--- src/rtl/bmc_soft_pipe.sv ---
`default_nettype none
// ============================================================================
// Module   : bmc_soft_pipe
// Function : two-stage pipelined soft/hard branch-metric unit for rate-1/N_SYM
//            codes, with erasures, all-hypothesis metrics, min and argmin.
// Revision : 1.0  initial release
// ============================================================================
module bmc_soft_pipe #(
  parameter int N_SYM     = 2,
  parameter int SOFT_W    = 3,
  parameter int HARD_MODE = 0,
  localparam int NH       = 1 << N_SYM,
  localparam int BM_W     = SOFT_W + $clog2(N_SYM) + 1
) (
  input  logic                    clk,
  input  logic                    rst,
  input  logic                    in_valid,
  output logic                    in_ready,
  input  logic [N_SYM*SOFT_W-1:0] rx_sym,
  input  logic [N_SYM-1:0]        rx_era,
  input  logic                    in_last,
  output logic                    out_valid,
  input  logic                    out_ready,
  output logic [NH*BM_W-1:0]      bm_out,
  output logic [BM_W-1:0]         bm_min,
  output logic [N_SYM-1:0]        bm_min_idx,
  output logic                    out_last,
  output logic [15:0]             branch_cnt
);

  logic [SOFT_W-1:0] w_c0 [N_SYM];
  logic [SOFT_W-1:0] w_c1 [N_SYM];

  logic              r_v1;
  logic              r_last1;
  logic [SOFT_W-1:0] r_c0 [N_SYM];
  logic [SOFT_W-1:0] r_c1 [N_SYM];

  logic              r_v2;
  logic              r_last2;
  logic [NH*BM_W-1:0] r_bm;
  logic [BM_W-1:0]   r_min;
  logic [N_SYM-1:0]  r_idx;
  logic [15:0]       r_cnt;

  logic              w_s2_adv;
  logic              w_s1_adv;
  logic [BM_W-1:0]   w_bm [NH];
  logic [NH*BM_W-1:0] w_bm_flat;
  logic [BM_W-1:0]   w_min;
  logic [N_SYM-1:0]  w_idx;

  assign w_s2_adv = !r_v2 || out_ready;
  assign w_s1_adv = !r_v1 || w_s2_adv;
  assign in_ready = w_s1_adv;

  // Per-symbol costs; in soft mode SMAX - s is simply the bitwise inverse of s.
  for (genvar j = 0; j < N_SYM; j++) begin : g_sym
    logic [SOFT_W-1:0] w_s;
    assign w_s = rx_sym[j*SOFT_W +: SOFT_W];
    if (HARD_MODE != 0) begin : g_hard
      logic w_h;
      logic w_hn;
      assign w_h     = w_s[SOFT_W-1];
      assign w_hn    = ~w_h;
      assign w_c0[j] = rx_era[j] ? '0 : SOFT_W'(w_h);
      assign w_c1[j] = rx_era[j] ? '0 : SOFT_W'(w_hn);
    end else begin : g_soft
      assign w_c0[j] = rx_era[j] ? '0 : w_s;
      assign w_c1[j] = rx_era[j] ? '0 : ~w_s;
    end
  end

  always_ff @(posedge clk) begin
    if (rst) begin
      r_v1    <= 1'b0;
      r_last1 <= 1'b0;
      for (int j = 0; j < N_SYM; j++) begin
        r_c0[j] <= '0;
        r_c1[j] <= '0;
      end
    end else if (w_s1_adv) begin
      r_v1 <= in_valid;
      if (in_valid) begin
        r_last1 <= in_last;
        for (int j = 0; j < N_SYM; j++) begin
          r_c0[j] <= w_c0[j];
          r_c1[j] <= w_c1[j];
        end
      end
    end
  end

  // Bit j of hypothesis k selects the expected bit for symbol j.
  always_comb begin
    w_bm_flat = '0;
    for (int k = 0; k < NH; k++) begin
      w_bm[k] = '0;
      for (int j = 0; j < N_SYM; j++) begin
        if (((k >> j) & 1) != 0)
          w_bm[k] = w_bm[k] + BM_W'(r_c1[j]);
        else
          w_bm[k] = w_bm[k] + BM_W'(r_c0[j]);
      end
      w_bm_flat[k*BM_W +: BM_W] = w_bm[k];
    end
  end

  // Strict less-than scan: the lowest index keeps a tie.
  always_comb begin
    w_min = w_bm[0];
    w_idx = '0;
    for (int k = 1; k < NH; k++) begin
      if (w_bm[k] < w_min) begin
        w_min = w_bm[k];
        w_idx = N_SYM'(k);
      end
    end
  end

  always_ff @(posedge clk) begin
    if (rst) begin
      r_v2    <= 1'b0;
      r_last2 <= 1'b0;
      r_bm    <= '0;
      r_min   <= '0;
      r_idx   <= '0;
    end else if (w_s2_adv) begin
      r_v2 <= r_v1;
      if (r_v1) begin
        r_last2 <= r_last1;
        r_bm    <= w_bm_flat;
        r_min   <= w_min;
        r_idx   <= w_idx;
      end
    end
  end

  always_ff @(posedge clk) begin
    if (rst)
      r_cnt <= '0;
    else if (r_v2 && out_ready)
      r_cnt <= r_last2 ? 16'd0 : r_cnt + 16'd1;
  end

  assign out_valid  = r_v2;
  assign out_last   = r_last2 && r_v2;
  assign bm_out     = r_bm;
  assign bm_min     = r_min;
  assign bm_min_idx = r_idx;
  assign branch_cnt = r_cnt;

endmodule
`default_nettype wire

--- config.mk ---
export PLATFORM = sky130hd
export DESIGN_NAME = bmc_soft_pipe
export DESIGN_NICKNAME = d
export VERILOG_FILES = /design/src/rtl/bmc_soft_pipe.sv
export SDC_FILE = /design/constraint.sdc
export NUM_CORES = 1
export LEC_CHECK = 0
export CORE_UTILIZATION = 30
export DETAILED_ROUTE_END_ITERATION = 6
export DONT_BUFFER_PORTS = 1
export PLACE_DENSITY_LB_ADDON = 0.2
export SYNTH_ARGS = -nofsm -noshare
export SYNTH_HDL_FRONTEND = slang
export SYNTH_SLANG_ARGS = --single-unit
export TNS_END_PERCENT = 100
--- constraint.sdc ---
create_clock -name clk -period 6.6 [get_ports clk]
set_input_delay 1.32 -clock clk [delete_from_list [all_inputs] [get_ports clk]]
set_output_delay 1.32 -clock clk [all_outputs]
set_load 0.005 [all_outputs]
# ---- Yosys cells after proc, flatten, opt, wreduce, memory -nomap -nowiden
# Memories as Yosys holds them, arrays and structs flattened.
# Index checks and enable logic that the tools add are counted.
dict set report word_totals {
  wordCells 53
  out_inout_bits 46
  memories 2
  input_bits 13
  ramBits 12
  ff_bits 47
}
dict set report classes {
  n_lt_le_gt_ge 3
  n_bitwise 6
  addsub 5
  mux 21
  n_reduce_logical 8
}
# name words width rd rd_ports_with_merged_regs wr line_no
set memory_table {}
lappend memory_table {r_c0 2 3 2 0 2 36} ;# logic [SOFT_W-1:0] r_c0 [N_SYM];
lappend memory_table {r_c1 2 3 2 0 2 37} ;# logic [SOFT_W-1:0] r_c1 [N_SYM];
# operator count
set op_table {}
lappend op_table {{two-way mux 3 bit} 8}
lappend op_table {{adder 16 x 1 -> 16 bit (second input constant)} 1}
lappend op_table {{adder 3 x 3 -> 4 bit} 4}
lappend op_table {{two-way mux 16 bit} 1}
lappend op_table {{< comparator 4 x 5 -> 1 bit} 2}
lappend op_table {{two-way mux 5 bit} 2}
lappend op_table {{two-way mux 1 bit} 7}
lappend op_table {{inverter 3 bit} 2}
lappend op_table {{< comparator 4 bit} 1}
lappend op_table {{two-way mux 2 bit} 2}
lappend op_table {{two-way mux 4 bit} 1}
lappend op_table {{bitwise OR 1 bit} 4}
lappend op_table {{AND reduction 2 bit} 2}
lappend op_table {{logical AND 1 bit} 2}
lappend op_table {{zero test 1 bit} 2}
lappend op_table {{logical OR 1 bit} 2}

# ---- Longest topological paths before layout
# Gate-level depths: netlist (run 1).
# An unclocked memory read counts as a cell.
dict set report depth {
  depth_word 8
  ltp_mapped 20
  ltp_nobuf 20
}

# ---- Worst setup path before layout (run 1)
# No wires, ideal clock.
dict set report synth_timing {
  path_type {register to register}
  start {memory r_c0[0][1]}
  end {register r_min[3], in the netlist bm_min[3]}
  path_buffers 0
  t_required_ns 6.470
  path_stages_with_launch 21
  path_slack_ns 1.957
  period_less_slack_ns 4.643
  t_arrival_ns 4.513
  setup_time_ns 0.130
  path_cell_list {edfxtp_1 -> ha_1 -> a21o_1 -> a21oi_1 -> inv_1 -> ha_1 -> o21bai_2 -> o21bai_1 -> mux2i_1 -> ha_1 -> a21oi_1 -> o21ai_0 -> o21a_1 -> mux2_4 -> ha_1 -> a21o_1 -> a211oi_1 -> nand2_1 -> o21bai_2 -> mux2i_1 -> o31ai_1}
}
# element line_no
set synth_rtl {}
lappend synth_rtl {{from (decl)} 36}
lappend synth_rtl {{to (signal assigned)} 133} ;# r_min <= w_min;
lappend synth_rtl {{to (decl)} 42} ;# logic [BM_W-1:0] r_min;

==> metrics.md, run 1 <==
| Metric | Value |
|---|---|
| Status | `finished, final reports clean` |
| Switch share | `a little under a third` |
| Setup crit start kind | `flip-flop` |
| Chip width | `between 100 and 150 um` |
| Diode count | `0` |
| Psw | `238 uW` |
| Post-CTS setup repair buffer count | `0` |
| Count leader, synth | `dfxtp_1` |
| GRT Util Overall | `around an eighth` |
| Maximum vdd ir drop | `roughly 0.000075 V` |
| Post-Syn Instances | `roughly 310` |
| Clock Pin Slew Worst Setup and Hold Paths | `around 0.11 ns` |
| Setup violators final | `0` |
| Max Clock Skew | `0.0101 ns` |
| Post_cts resized | `0` |
| DRC Markers | `0` |
| Root buffer cell | `clkbuf_8` |
| Mapped Avg Cell Area | `about 9.4 um2` |
| Area delta synth->final | `6.80%` |
| Drt first pass iters | `4` |
| First-pass GRT wire length | `10.1 mm` |
| H-Tree Depth | `2` |
| EDFF count, synth | `12` |
| Placed cell areas | `2990 um2` |
| CP max stage delay | `0.51 ns` |
| Core Rows | `35` |
| Seq pwr share | `roughly half` |
| Synthesis warning total | `0` |
| Gpl congestion | `approximately 0.75` |
| Via density | `between 4 and 5` |
| Number of global-route vias before repair | `between 1,500 and 2,000` |
| Initial core utilization | `roughly 31%` |
| Async S/R FF share, synth | `0%` |
| Worst slew pin tran | `1.03 ns` |
| TritonCTS clock tree | `built` |
| Final max-slew violation count | `0` |
| HPWL Detailed | `~4.7 mm` |
| WL per Instance | `14.2 um` |
| Power per standard cell area | `248 nW/um2` |
| Gr ovfl total | `0` |
| Core area | `between 9000 and 10,000 um2` |
| Synth unique cells | `44` |
| Die ar. | `around 10,000 um2` |
| Worst Hold Class | `flip-flop to flip-flop` |
| First DRT Iteration DRCs | `67` |
| Setup TNS | `0 ns` |
| Share of cells above drive strength 1 | `6.89%` |
| TritonCTS Buffers | `5` |
| Max transition margin | `between 30% and 40%` |
| Crit-path max FO | `5` |
| Leading area contributor after synthesis | `dfxtp_1` |
| Worst path most repeated cell | `ha_1` |
| Critical path required time | `around 6.8 ns` |
| Layout filler cell count | `989` |
| Worst path slowest cell | `edfxtp_1` |
| Synth Register Bits | `between 50 and 60` |
| Hold Fails Final Rpt | `0` |
| Fmax | `slightly below 200 MHz` |
| Port bufs | `0` |
| Unrepaired setup endpoints after global routing | `no` |
| Worst-path cell chain | `ha_1 > a21o_1 > a21oi_1 > inv_1 > ha_1 > o21bai_2 > o21bai_1 > mux2i_1 > ha_1 > a21oi_1 > o21ai_0 > o21a_1 > mux2_4 > ha_1 > a21o_1 > a211oi_1 > nand2_1 > o21bai_2 > mux2i_1 > o31ai_1` |
| Antenna violations before repair | `0` |
| Final WL | `~6.2 mm` |
| Clk Latency, worst-skew pair | `around 0.31 ns` |
| Final Cycle Share | `slightly below 80%` |
| Fin area | `between 3000 and 4000 um2` |
| Most used flip-flop cell after synthesis | `dfxtp_1` |
| Register area share after synthesis | `between 40% and 50%` |
| CP arrival | `between 5 and 6 ns` |
| Top-area cell type share of the netlist area | `approximately 29%` |
| Combinational power share | `between 20% and 30%` |
| Mapped cell area | `2890 um2` |
| Kind of critical path | `flip-flop to flip-flop` |
| Total power | `roughly 770 uW` |
| Internal | `about 530 uW` |
| Via count | `2,047` |
| Final min period | `5.20 ns` |
| Commonest cells post-synth | `dfxtp_1, nor2_1, nand2_1` |
| Cts hold-fix bufs | `0` |
| Pin count of the biggest net entering global routing | `31` |
| Die H | `between 100 and 150 um` |
| Ranking of synthesized cells by area | `dfxtp_1, edfxtp_1, ha_1` |
| Number of I/O pins | `59` |
| Clock share of power | `roughly a quarter` |
| Antenna Nets Post-Route | `0` |
| Clock Sink Count | `54` |
| Crit end category | `flip-flop` |
| Final net count | `between 300 and 400` |
| CTS max path bufs | `2` |
| Max-cap violations | `0` |
| Leak | `about 0.0013 uW` |
metal layers:
metal	wire (um)	vias up	track usage (%)
li1	-	1032	-
met1	3080	944	17.8
met2	2550	58	18.6
met3	388	13	3.55
met4	136	0	5.69
met5	0	-	0
sequential cells by signal, indices dropped and copies added (netlist names):
signal / flops
bm_min_idx: 2
bm_out: 16
r_c1: 6
r_last2: 1
r_last1: 1
out_valid: 1
branch_cnt: 16
r_v1: 1
r_c0: 6
bm_min: 4
metrics by stage:
stage / utilization (%) / hold slack (ns) / cells / worst slack (ns)
floorplan: - / 0.432 / 312 / 1.96
global placement: 32.2 / 0.446 / 426 / 1.49
detailed placement: 32.2 / 0.448 / 426 / 1.35
CTS: 33.2 / 0.463 / 434 / 1.34
global route: 33.2 / 0.496 / 434 / 0.972
finish: 33.2 / 0.463 / 434 / 1.40
placed cells by master (no fill, tap or decap), types with 2 or more instances in the layout:
cell type	n
inv_1	18
o21ai_1	3
a211oi_1	7
clkbuf_8	6
dfxtp_1	42
nor3_1	5
a21oi_1	18
or3_1	4
nand2b_1	6
xor2_1	11
a31oi_1	2
mux2_4	2
nand2_1	34
mux2i_1	5
edfxtp_1	12
fa_1	4
ha_1	24
and2_1	8
conb_1	5
o21ai_0	5
o21bai_2	2
a21o_1	9
nand4_1	4
xnor2_1	7
nand3_1	7
nor2_1	36
critical path, delay by kind of cell, from the launching register on:
family                   cells  cell delay (ns)
AO/OA/AOI/OAI               11             2.31
adder cells (fa/ha/maj)      4             1.21
buffers and inverters        1             0.08
flip-flops                   1             0.51
multiplexers                 3             0.84
AND/OR/NAND/NOR              1             0.12
power by group through the flow:
stage / sequential (uW) / combinational, uW / clock [uW]
floorplan: 373 / 164 / 0
global placement: 379 / 193 / 0
detailed placement: 379 / 193 / 0
CTS: 371 / 195 / 210
global route: 373 / 220 / 223
finish: 370 / 193 / 203
worst paths after layout:
kind / endpoint / slack [ns] / cells past startpoint / from
setup / recovery: bm_min[3] / 1.40 / 20 / r_c0[0][1]
hold / removal: r_last2 / 0.46 / 2 / r_last1
setup reg to reg: bm_min[3] / 1.40 / 20 / r_c0[0][1]
hold reg to reg: r_last2 / 0.46 / 2 / r_last1
cells by family (layout without fill, tap and decap cells):
group / count (synthesis) / count (layout) / synth area share [%]
simple gates: 113 / 113 / 19.3
compound gates: 54 / 54 / 12.5
flops: 54 / 54 / 41.6
buf+inv: 33 / 26 / 5.15
fa+ha+maj: 28 / 28 / 13.2
xor+xnor: 18 / 18 / 5.45
mux: 7 / 7 / 2.77
other cells: 1 / 5 / 0.130
final cells by class:
class	instances	area [um2]	area share [%]
multi-input cells	225	1560	50.5
flip-flops and latches	54	1200	38.9
well taps	129	161	5.23
clock buffers	6	82.6	2.68
inverters	18	67.6	2.19
clock inverters	2	16.3	0.527
Note: power is estimated with default switching activity, not from simulation.
==> run 2, diff against run 1 <==
- clock period: 6.6 -> 5.2 ns (I/O delays scaled with it)
==> run 2 against run 1 <==
Net effect:
- register-to-register slack worse by 1.1 ns
- die area stayed put
- worst hold slack worse by 0.0057 ns
- global-route usage is 0.11 points higher
- critical path depth stayed put
- sequential power is 27% higher
- design area is 1.7% higher
- non-clock buffer count is 3 higher
- clock skew hardly changed
- critical path type unchanged
- final cell count is 0.69% higher
==> metrics.md, run 2 (synthesis gave the netlist of run 1 again) <==
| Metric | Value |
|---|---|
| Worst slew pin tran | `1.10 ns` |
| GR Util met1 | `~17%` |
| Kind of critical path | `flip-flop to flip-flop` |
| Via count | `between 2,000 and 2,500` |
| Most common cell after layout, fill and taps aside | `dfxtp_1` |
| HPWL Detailed | `around 4.7 mm` |
| Status | `finished, final reports clean` |
| Max-cap violations | `0` |
| Fmax | `roughly 200 MHz` |
| TritonCTS Buffers | `5` |
| Reg2reg start | `r_c0[0][1]` |
| CP max stage delay | `slightly below 0.5 ns` |
| Crit end category | `flip-flop` |
| Via density | `between 4 and 5` |
| Die ar. | `approximately 10,000 um2` |
| Root buffer cell | `clkbuf_8` |
| R2r worst-path depth | `20` |
| Hold EP | `r_last2` |
| Setup violators final | `0` |
| Setup TNS | `0 ns` |
| CTS max path bufs | `2` |
| DRC Markers | `0` |
| Place WS | `about 0.052 ns` |
| Port bufs | `0` |
| Grt peak-use layer | `met2` |
| Core Rows | `35` |
| Met2 Usage GRT | `between 20% and 30%` |
| Cts hold-fix bufs | `0` |
| Antenna violations before repair | `0` |
| Core area | `roughly 9300 um2` |
| Min-delay src | `r_last1` |
| Leak | `0.00131 uW` |
| Number of I/O pins | `slightly below 60` |
| Critical path required time | `5.38 ns` |
| GRT Util Overall | `around an eighth` |
| Layout filler cell count | `979` |
| TritonCTS clock tree | `built` |
| Final WL | `approximately 6 mm` |
| Reg2reg end | `bm_min[3]` |
| Number of global-route vias before repair | `slightly below 2,000` |
| Hold Fails Final Rpt | `0` |
| Final Cycle Share | `a little over nine tenths` |
| Max transition margin | `26.4%` |
| Highest-count cells in the layout ignoring fill and taps | `dfxtp_1, nor2_1, nand2_1, ha_1` |
| Area delta synth->final | `8.61%` |
| Clock Sink Count | `between 50 and 60` |
| Final max-slew violation count | `0` |
| Drt first pass iters | `4` |
| Gr ovfl total | `0` |
| Unrepaired setup endpoints after global routing | `no` |
| Final net count | `348` |
| Worst hold path cell count | `2` |
| Antenna Nets Post-Route | `0` |
| Sequential Area | `1200 um2` |
| Reg2Reg Setup Slack | `~0.29 ns` |
| Multi-input logic area | `about 1600 um2` |
| Worst path most repeated cell | `ha_1` |
| First DRT Iteration DRCs | `48` |
| Final worst setup slack | `between 0.2 and 0.3 ns` |
| Power per standard cell area | `approximately 330 nW/um2` |
| Worst Hold Class | `flip-flop to flip-flop` |
| Pin count of the biggest net entering global routing | `31` |
| Max Clock Skew | `0.0104 ns` |
| Inst Count DP | `approximately 430` |
| WL per Instance | `around 14 um` |
| Worst path slowest cell | `edfxtp_1` |
| Share of cells above drive strength 1 | `roughly 8.8%` |
| Met3 track demand over resource | `under 10%` |
| Setup crit start kind | `flip-flop` |
| CP arrival | `5.09 ns` |
| Worst-path cell chain | `ha_1 > a21o_1 > a21oi_1 > inv_1 > ha_1 > o21bai_2 > o21bai_2 > mux2i_1 > ha_1 > a21oi_1 > o21ai_0 > o21a_2 > mux2_4 > ha_1 > a21o_1 > a211oi_2 > nand2_1 > o21bai_4 > mux2i_1 > o31ai_1` |
| Non-Filler Instances | `~440` |
| First-pass GRT wire length | `10.1 mm` |
| Chip width | `100 um` |
| Crit-path max FO | `5` |
| H-Tree Depth | `2` |
| End-of-flow core utilization | `33.8%` |
| Diode count | `0` |
| Clk Latency, worst-skew pair | `between 0.3 and 0.4 ns` |
| Final min period | `between 4 and 5 ns` |
| Die H | `100 um` |
| Clock Pin Slew Worst Setup and Hold Paths | `between 0.1 and 0.15 ns` |
| Maximum vdd ir drop | `between 0.00009 and 0.0001 V` |
| Initial core utilization | `31.1%` |
| Gpl congestion | `0.785` |
==> run 2: cell count changes in the layout (fill, tap and decap cells not counted), sizes merged <==
cell	delta
buf	+3
bufinv	+1
inv	-1
==> run 2: layout make-up <==
class	instances	share of cell area, %
clock inverter	2	1.20
tap	129	5.14
timing repair buffer	3	0.717
sequential	54	38.3
inverter	18	2.15
clock buffer	6	2.35
multi-input combinational	225	50.2
==> run 2: worst max path at each step <==
stage	from	to	slack, ns	cells after the start
4_1_cts	r_c0[0][1]	bm_min[3]	0.04	20
5_1_grt	r_c0[0][0]	bm_min[3]	0.02	19
6_report	r_c0[0][1]	bm_min[3]	0.29	20
2_1_floorplan	r_c0[0][1]	bm_min[3]	0.56	20
3_5_place_dp	r_c0[0][1]	bm_min[3]	0.05	20
3_3_place_gp	r_c0[0][1]	bm_min[3]	0.23	20
==> run 2: layer usage <==
metal	wire [um]	part of all wire [%]
met5	0	0
met4	74	1.2
met3	387	6.3
met2	2810	46
met1	2880	47
==> run 2: through the flow <==
step	power (uW)	area, um2	hold WS (ns)
floorplan	681	2910	0.432
global placement	727	3000	0.444
detailed placement	731	3000	0.444
CTS	1020	3110	0.458
global route	1090	3140	0.473
finish	1030	3140	0.457
==> run 2: power breakdown <==
part	leakage (uW)	switching (uW)	internal [uW]
clock network	0.0000544	140	146
logic	0.000782	142	128
registers	0.000474	20.1	450
total	0.00131	302	724
==> run 2: timing repair <==
| action | CTS | global route |
|---|---|---|
| endpoints found under the setup margin | 0 | 5 |
| gates resized for setup | 0 | 4 |
| endpoints found under the hold margin | 0 | 0 |
| setup buffers | 0 | 1 |
==> run 2: worst max-delay path: cells and delay by family (launching register included) <==
kind | cells | cell delay (ns)
adder cells (fa/ha/maj) | 4 | 1.19
buffers and inverters | 1 | 0.08
flip-flops | 1 | 0.49
AND/OR/NAND/NOR | 1 | 0.13
AO/OA/AOI/OAI | 11 | 2.11
multiplexers | 3 | 0.78
==> run 3, diff against run 2 <==
- CORE_UTILIZATION: 30 -> 35
==> run 3 against run 2 <==
Net effect:
- via count fell by 1.5%
- worst setup slack improved by 0.061 ns
- power rose by 5.6%
- worst hold slack got worse by 0.0013 ns
- die area fell by 14%
- clock power rose by 20%
- flip-flop and latch count did not move
- routed wire length fell by 1.9%
- count of clock-buffer cells in the layout did not move
- critical endpoint unchanged
- largest cell class unchanged
==> metrics.md, run 3 (synthesis gave the netlist of run 1 again) <==
| Metric | Value |
|---|---|
| Status | `finished, final reports clean` |
| Maximum vdd ir drop | `between 0.00015 and 0.0002 V` |
| Die ar. | `approximately 8600 um2` |
| Final WL | `just over 6 mm` |
| Number of global-route vias before repair | `approximately 1,900` |
| Root buffer cell | `clkbuf_8` |
| First-pass GRT wire length | `around 9.6 mm` |
| Setup crit start kind | `flip-flop` |
| Antenna violations before repair | `0` |
| GRT Util Overall | `between 10% and 20%` |
| Share of cells above drive strength 1 | `10.7%` |
| Hold Fails Final Rpt | `0` |
| Final max-slew violation count | `0` |
| DRC Markers | `0` |
| Crit-path max FO | `5` |
| HPWL Detailed | `4.60 mm` |
| Worst slew pin tran | `around 1.1 ns` |
| Final hold slack | `between 0.4 and 0.5 ns` |
| Internal | `784 uW` |
| Drt first pass iters | `4` |
| Port bufs | `0` |
| End-of-flow core utilization | `between 40% and 50%` |
| Most common cell after layout, fill and taps aside | `dfxtp_1` |
| Max Clock Skew | `0.0109 ns` |
| WL per Instance | `around 15 um` |
| Gr ovfl total | `0` |
| Area delta synth->final | `9.57%` |
| Setup TNS | `0 ns` |
| Layout filler cell count | `832` |
| Number of I/O pins | `a little under 60` |
| TritonCTS clock tree | `built` |
| Final min period | `just under 5 ns` |
| Final Cycle Share | `roughly 93%` |
| Crit end category | `flip-flop` |
| R2r worst-path depth | `19` |
| Chip width | `~93 um` |
| Fmax | `just over 200 MHz` |
| Critical path required time | `5.37 ns` |
| Psw | `around 300 uW` |
| Pin count of the biggest net entering global routing | `31` |
| Max-cap violations | `0` |
| Power per standard cell area | `342 nW/um2` |
| Reg2reg start | `r_c0[0][0]` |
| Reg2reg end | `bm_min[3]` |
| Initial core utilization | `a little under two fifths` |
| Gpl congestion | `roughly 0.77` |
| Combinational power share | `25.2%` |
| Core area | `between 7000 and 8000 um2` |
| Max transition margin | `between 20% and 30%` |
| TritonCTS Buffers | `5` |
| Final net count | `349` |
| CP arrival | `between 5 and 6 ns` |
| Reg2Reg Setup Slack | `0.35 ns` |
| Hold EP | `r_last2` |
| Switch share | `between 20% and 30%` |
| Clock share of power | `a little under a third` |
| Via density | `about 4.8` |
| Via count | `between 1,500 and 2,000` |
| Antenna Nets Post-Route | `0` |
| Clk Latency, worst-skew pair | `0.30 ns` |
| Highest-count cells in the layout ignoring fill and taps | `dfxtp_1, nor2_1, nand2_1, ha_1, inv_1` |
| Clock Pin Slew Worst Setup and Hold Paths | `roughly 0.10 ns` |
| Seq pwr share | `between 40% and 50%` |
| Unrepaired setup endpoints after global routing | `no` |
| Worst hold path cell count | `2` |
| Kind of critical path | `flip-flop to flip-flop` |
| Min-delay src | `r_last1` |
| Total power | `about 1100 uW` |
| Leak | `0.00134 uW` |
| Diode count | `0` |
| Worst Hold Class | `flip-flop to flip-flop` |
| Core Rows | `32` |
| Setup violators final | `0` |
| H-Tree Depth | `2` |
| Die H | `just over 90 um` |
| First DRT Iteration DRCs | `61` |
| Clock Sink Count | `between 50 and 60` |
| CTS max path bufs | `2` |
-- run 3: cell count changes in the layout (fill, tap and decap cells not counted), sizes merged --
cell	delta
buf	+1
bufinv	+1
clkinvlp	-1
-- run 3: timing repair --
item                                    in CTS  in global routing
resized for setup                            0                 10
endpoints found under the setup margin       0                  5
setup buffers                                0                  2
hold buffers                                 0                  0
-- run 3: worst max-delay path by stage --
| stage | from | cells past startpoint | to |
|---|---|---|---|
| after detailed placement | r_c0[0][1] | 20 | bm_min[3] |
| after global placement | r_c0[0][1] | 20 | bm_min[3] |
| final | r_c0[0][0] | 19 | bm_min[3] |
| after global routing | r_c0[0][0] | 19 | bm_min[3] |
| after CTS | r_c0[0][1] | 20 | bm_min[3] |
| after floorplan | r_c0[0][1] | 20 | bm_min[3] |
-- run 3: per-stage QoR --
stage	std cells	worst slack (ns)	instance area, um2
6_report	411	0.349	3170
5_1_grt	411	0.0341	3170
4_1_cts	409	0.0418	3110
3_5_place_dp	401	0.0742	2970
3_3_place_gp	401	0.245	2970
2_1_floorplan	312	0.557	2910
-- run 3: worst max-delay path, cell delays in order (launching register included) --
cell	delay, ns
edfxtp_1	0.43
ha_1	0.25
fa_1	0.55
inv_1	0.06
ha_1	0.31
a211oi_2	0.23
o21bai_2	0.12
mux2i_2	0.18
ha_1	0.31
inv_1	0.05
o311ai_2	0.31
o21a_2	0.25
mux2_4	0.32
ha_1	0.30
a21o_1	0.19
a211oi_2	0.25
nand2_1	0.12
o21bai_4	0.21
mux2i_1	0.20
o31ai_1	0.07
-- run 3: layer usage --
layer,share of wire [%],track usage [%],up-vias
li1,-,-,1041
met1,50,19.8,896
met2,45,22.1,37
met3,4.8,3.53,2
met4,0.50,3.46,0
met5,0,0,-
-- run 3: layout make-up --
class                      count  area, um2  share of cell area, %
sequential                    54       1200                   37.9
tap                          102        128                   4.03
inverter                      18       67.6                   2.13
clock buffer                   6       82.6                   2.61
timing repair buffer           4       30.0                  0.948
multi-input combinational    225       1600                   50.5
clock inverter                 2       60.1                   1.90
-- run 3: power by group through the flow --
stage,Sequential [uW],Clock [uW],Combinational [uW]
floorplan,473,0,208
global placement,480,0,245
detailed placement,480,0,249
CTS,471,353,250
global route,473,371,303
finish,469,342,273
